`src/rtl/compare_sequencer.sv`:
```
// Count/limit sequencer: steps through NSLOT programmable phase limits, pulsing o_tick per phase.
// Optional one-shot mode (stop after the last slot) is enabled by defining SEQ_ONESHOT_EN.
module compare_sequencer #(
  parameter int DATA_WIDTH  = 32,
  parameter int NSLOT       = 4,
  parameter int LIMIT_RESET = 9
) (
  input  logic                     clock,
  input  logic                     i_reset,
  input  logic                     i_enable,
  input  logic                     i_limit_wr,
  input  logic [$clog2(NSLOT)-1:0] i_limit_sel,
  input  logic [DATA_WIDTH-1:0]    i_limit_data,
  output logic [DATA_WIDTH-1:0]    o_count,
  output logic [$clog2(NSLOT)-1:0] o_slot,
  output logic                     o_tick,
  output logic [$clog2(NSLOT)-1:0] o_tick_slot,
  output logic                     o_busy
);

  localparam int SLOT_W = $clog2(NSLOT);
  localparam logic [SLOT_W-1:0]     SLOT_ONE  = SLOT_W'(1);
  localparam logic [SLOT_W-1:0]     SLOT_LAST = SLOT_W'(NSLOT - 1);
  localparam logic [DATA_WIDTH-1:0] COUNT_ONE = DATA_WIDTH'(1);
  localparam logic [DATA_WIDTH-1:0] LIM_INIT  = DATA_WIDTH'(LIMIT_RESET);

`ifdef SEQ_ONESHOT_EN
  typedef enum logic [1:0] {ST_IDLE = 2'd0, ST_RUN = 2'd1, ST_DONE = 2'd2} state_t;
`else
  typedef enum logic [1:0] {ST_IDLE = 2'd0, ST_RUN = 2'd1} state_t;
`endif

  state_t                  state_r, state_n_s;
  logic [DATA_WIDTH-1:0]   count_r, count_n_s;
  logic [SLOT_W-1:0]       slot_r, slot_n_s;
  logic                    tick_r, tick_n_s;
  logic [SLOT_W-1:0]       tick_slot_r, tick_slot_n_s;
  logic                    busy_r;
  logic [DATA_WIDTH-1:0]   limit_r [NSLOT];
  logic                    match_s;

  // Compare runs on registered values, so a same-cycle limit write is not yet visible.
  assign match_s = (count_r >= limit_r[slot_r]);

  // Limit bank: reset to LIMIT_RESET, written from the host port in any state.
  always_ff @(posedge clock) begin
    if (!i_reset) begin
      for (int i = 0; i < NSLOT; i++) begin
        limit_r[i] <= LIM_INIT;
      end
    end else if (i_limit_wr) begin
      limit_r[i_limit_sel] <= i_limit_data;
    end
  end

  // Next-state and next-output decode; disable overrides a match.
  always_comb begin
    state_n_s     = state_r;
    count_n_s     = '0;
    slot_n_s      = '0;
    tick_n_s      = 1'b0;
    tick_slot_n_s = '0;
    case (state_r)
      ST_IDLE: begin
        if (i_enable) begin
          state_n_s = ST_RUN;
        end else begin
          state_n_s = ST_IDLE;
        end
      end
      ST_RUN: begin
        if (!i_enable) begin
          state_n_s = ST_IDLE;
        end else if (match_s) begin
          tick_n_s      = 1'b1;
          tick_slot_n_s = slot_r;
`ifdef SEQ_ONESHOT_EN
          if (slot_r == SLOT_LAST) begin
            state_n_s = ST_DONE;
          end else begin
            slot_n_s = slot_r + SLOT_ONE;
          end
`else
          slot_n_s = slot_r + SLOT_ONE;
`endif
        end else begin
          count_n_s = count_r + COUNT_ONE;
          slot_n_s  = slot_r;
        end
      end
`ifdef SEQ_ONESHOT_EN
      ST_DONE: begin
        if (!i_enable) begin
          state_n_s = ST_IDLE;
        end else begin
          state_n_s = ST_DONE;
        end
      end
`endif
      default: begin
        state_n_s = ST_IDLE;
      end
    endcase
  end

  // State and registered outputs; busy is derived from the next state so it tracks state_r.
  always_ff @(posedge clock) begin
    if (!i_reset) begin
      state_r     <= ST_IDLE;
      count_r     <= '0;
      slot_r      <= '0;
      tick_r      <= 1'b0;
      tick_slot_r <= '0;
      busy_r      <= 1'b0;
    end else begin
      state_r     <= state_n_s;
      count_r     <= count_n_s;
      slot_r      <= slot_n_s;
      tick_r      <= tick_n_s;
      tick_slot_r <= tick_slot_n_s;
      busy_r      <= (state_n_s == ST_RUN);
    end
  end

  assign o_count     = count_r;
  assign o_slot      = slot_r;
  assign o_tick      = tick_r;
  assign o_tick_slot = tick_slot_r;
  assign o_busy      = busy_r;

  // Unused when the last-slot compare is compiled out.
  logic unused_s;
  assign unused_s = ^SLOT_LAST;

endmodule
```
`config.mk`:
```
export PLATFORM = sky130hd
export DESIGN_NAME = compare_sequencer
export DESIGN_NICKNAME = d
export VERILOG_FILES = /design/src/rtl/compare_sequencer.sv
export SDC_FILE = /design/constraint.sdc
export NUM_CORES = 1
export LEC_CHECK = 0
export CAP_MARGIN = 20
export CORE_MARGIN = 2
export CORE_UTILIZATION = 50
export DETAILED_ROUTE_END_ITERATION = 8
export PLACE_DENSITY_LB_ADDON = 0.05
export SLEW_MARGIN = 20
export SYNTH_ARGS = -nofsm -noshare
export SYNTH_HDL_FRONTEND = slang
export SYNTH_SLANG_ARGS = --single-unit
export TNS_END_PERCENT = 1
```
`constraint.sdc`:
```
create_clock -name clock -period 2.74 [get_ports clock]
set_input_delay 0.685 -clock clock [delete_from_list [all_inputs] [get_ports clock]]
set_output_delay 0.685 -clock clock [all_outputs]
set_load 0.05 [all_outputs]
```
==> results.yml <==
status:
  status: "finished, violations left"
  violations: "setup timing"
route:
  ant_nets: 0
  via_per_inst: 5.41
  avgRoutedWirePerCell_um: 19.0
  drc: 0
  vias: 5079
  drt_iter0_drc: 306
  drt_first_pass_iters: 4
  totalWireLength_um: 17800
critical_path:
  critPathLaunchType: "register"
  cp_data_required_time_ns: 3.05
  critPathMaxFanout: 15
  endpoint_kind: "register"
  crit_arrival_ns: 3.15
  path_class: "reg -> reg"
pwr:
  internal-power_mw: 4.45
  switching_share_pct: 21.1
  pwr-share-seq_pct: 52.5
  clockPowerShare_pct: 41.4
  p_leak_nw: 3.69
  power.total_mw: 5.63
  power.density_nw_per_um2: 570
  pwr-share-comb_pct: 6.1
  power_switching_mw: 1.19
  ir_worst_vdd_mv: 0.418
sta:
  setup_violations: 37
  fin_ws_ns: -0.0973
  min_period_ns: 2.84
  fin_skew_ns: 0.0152
  tightestPinTransition_ns: 0.552
  maxSlewViolCount: 0
  layout_worst_path_cycle_share_pct: 104
  fmax_mhz: 352
  fin_hold_ws_ns: 0.515
  rsz0062_at_grt: "yes"
  finalHoldViolCount: 0
  slew_headroom_pct: 63.1
place:
  pre_cts_slack_ns: -0.268
  dp_hpwl_um: 11300
  place_inst: 899
  portBuffers: 75
  place.gp.congestion: 0.793
die:
  die-area_um2: 17000
  initial_core_util_pct: 50.7
  ios: 76
  coreArea_um2: 15700
  die_w_um: 130
  num_rows: 46
  die_h_um: 130
logic_synthesis:
  ys_ff_latch: 170
  synthArstFlopShare_pct: 0
  mappedNetlistArea_um2: 7970
  synth_most_common_cell: "edfxtp_1"
  synthTopCellsByCount: "edfxtp_1, and2_1, dfxtp_1, nor2_1, inv_1"
  synth_area_leaders: "edfxtp_1, dfxtp_1, mux4_2"
  postSynthAreaPerCell_um2: 13.0
  synth_edf_count: 128
  yosys_warnings: 0
  netlist_instances: 613
  synth_area_leader_cell: "edfxtp_1"
  ys_types: 42
  syn_nets: 684
  ys.flop_type: "edfxtp_1"
  seq_area_frac_synth_pct: 58.8
  yosysTopAreaCellShare_pct: 48.2
cells_and_area:
  utilization_pct: 62.8
  synthToLayoutAreaGrowth_pct: 23.9
  nets: 780
  diodes: 0
  finalNonFillerCells: 938
  fillers: 1240
  drive_gt1_share_pct: 15.1
clocking:
  cts_tree: "yes"
  clock_sinks: 170
  clk_pin_slew_worst_paths_ns: 0.06
  holdBufCountCts: 0
  cts_root_buffer: "clkbuf_16"
  cts_buffer_depth: 2
  htreeDepth: 4
  cts-buffers-inserted: 17
  clk_latency_ns: 0.43
global_routing:
  grt_first_pass_wirelength_um: 27500
  grt_usage_pct: 22.3
  antenna_found_initial: 0
  overflow: 0
  grt_pass1_vias: 5141
  grt_max_degree: 36
flow_run:
  cap_violations: 0
hold_path:
  hold_class: "reg -> reg"
-- final cells by class --
class	instances	area, µm²	area share (%)
Inverter	37	139	1.41
Clock buffer	21	450	4.56
Timing Repair Buffer	103	1090	11.0
Tap cell	216	270	2.74
Clock inverter	11	123	1.24
Multi-Input combinational cell	380	3110	31.5
Sequential cell	170	4690	47.5
-- worst max-delay path: stages (launching register included) --
cell and delay, ns:
dfxtp_4 0.39, buf_12 0.16, mux4_2 0.50, inv_1 0.07, ha_1 0.14, nand4_1 0.12, or4_4 0.54, o311ai_4 0.30
o21ai_2 0.14, nand3_4 0.14, clkbuf_16 0.18, nor2_1 0.05
-- cell usage in the layout (no fill, tap or decap), drive strengths merged, types with 5 or more instances in the layout --
cell type,netlist,layout
xor2,18,18
inv,37,38
buf,7,27
a21oi,11,11
nand2,22,22
ha,33,33
nor3,9,9
and2,91,91
mux4,32,32
nand2b,10,10
nand3,18,18
edfxtp,128,128
xnor2,12,12
dfxtp,42,42
nor2,42,42
clkinv,0,5
clkdlybuf4s50,0,75
o21ai,8,8
nand4,8,8
and3,34,34
and4,6,6
clkbuf,19,22
-- power by group through the flow --
stage	Sequential [mW]	Combinational, mW	Clock [mW]
after floorplan	3.00	0.170	0
after global placement	3.00	0.332	0
after detailed placement	3.01	0.340	0
after CTS	2.96	0.347	2.38
after global routing	2.97	0.374	2.48
final	2.95	0.344	2.33
-- routing by layer --
metal  wire (µm)  track usage, %  up-vias
met4         195            6.51        0
li1            -               -     2399
met5           0               0        -
met2        8910            36.6      140
met1        7760            30.2     2524
met3         913            4.96       16
-- flip-flops by register name (all words and copies together) (netlist names), named ones only --
register,count
o_tick,1
o_count,32
o_busy,1
o_tick_slot,2
limit_r,128
state_r,2
o_slot,2
-- stage by stage --
| step | TNS [ns] | area [µm²] |
|---|---|---|
| final | -2.69 | 9870 |
| after global routing | -8.08 | 9870 |
| after CTS | -3.46 | 9790 |
| after detailed placement | -8.21 | 9170 |
| after global placement | -7.89 | 9170 |
| after floorplan | -0.594 | 8040 |
-- final timing paths --
path,cells past startpoint,slack [ns],startpoint,endpoint
setup / recovery,11,-0.1,register,o_count[7]
hold / removal,1,0.51,o_count[0],o_count[0]
setup reg to reg,11,-0.1,register,o_count[7]
hold reg to reg,1,0.51,o_count[0],o_count[0]
-- logic make-up (layout without fill, tap and decap cells) --
| group | count (synthesis) | in the layout | synth area share (%) |
|---|---|---|---|
| AOI/OAI and AO/OA | 30 | 30 | 2.37 |
| xor gates and xnor gates | 30 | 30 | 3.30 |
| adders and majority gates | 33 | 33 | 5.18 |
| buffers and inverters | 63 | 172 | 3.30 |
| DFF | 170 | 170 | 58.8 |
| muxes | 32 | 32 | 9.05 |
| other | 1 | 1 | 0.0471 |
| and+or+nand+nor | 254 | 254 | 18.0 |
-- timing repair --
item | in CTS | in global routing
endpoints found under the hold margin | 0 | 0
pin swaps | 5 | 3
gates cloned | 0 | 1
gates resized for setup | 9 | 6
endpoints found under the setup margin | 39 | 39
buffers inserted | 1 | 5
No activity file was read; power rests on OpenSTA's default activity.
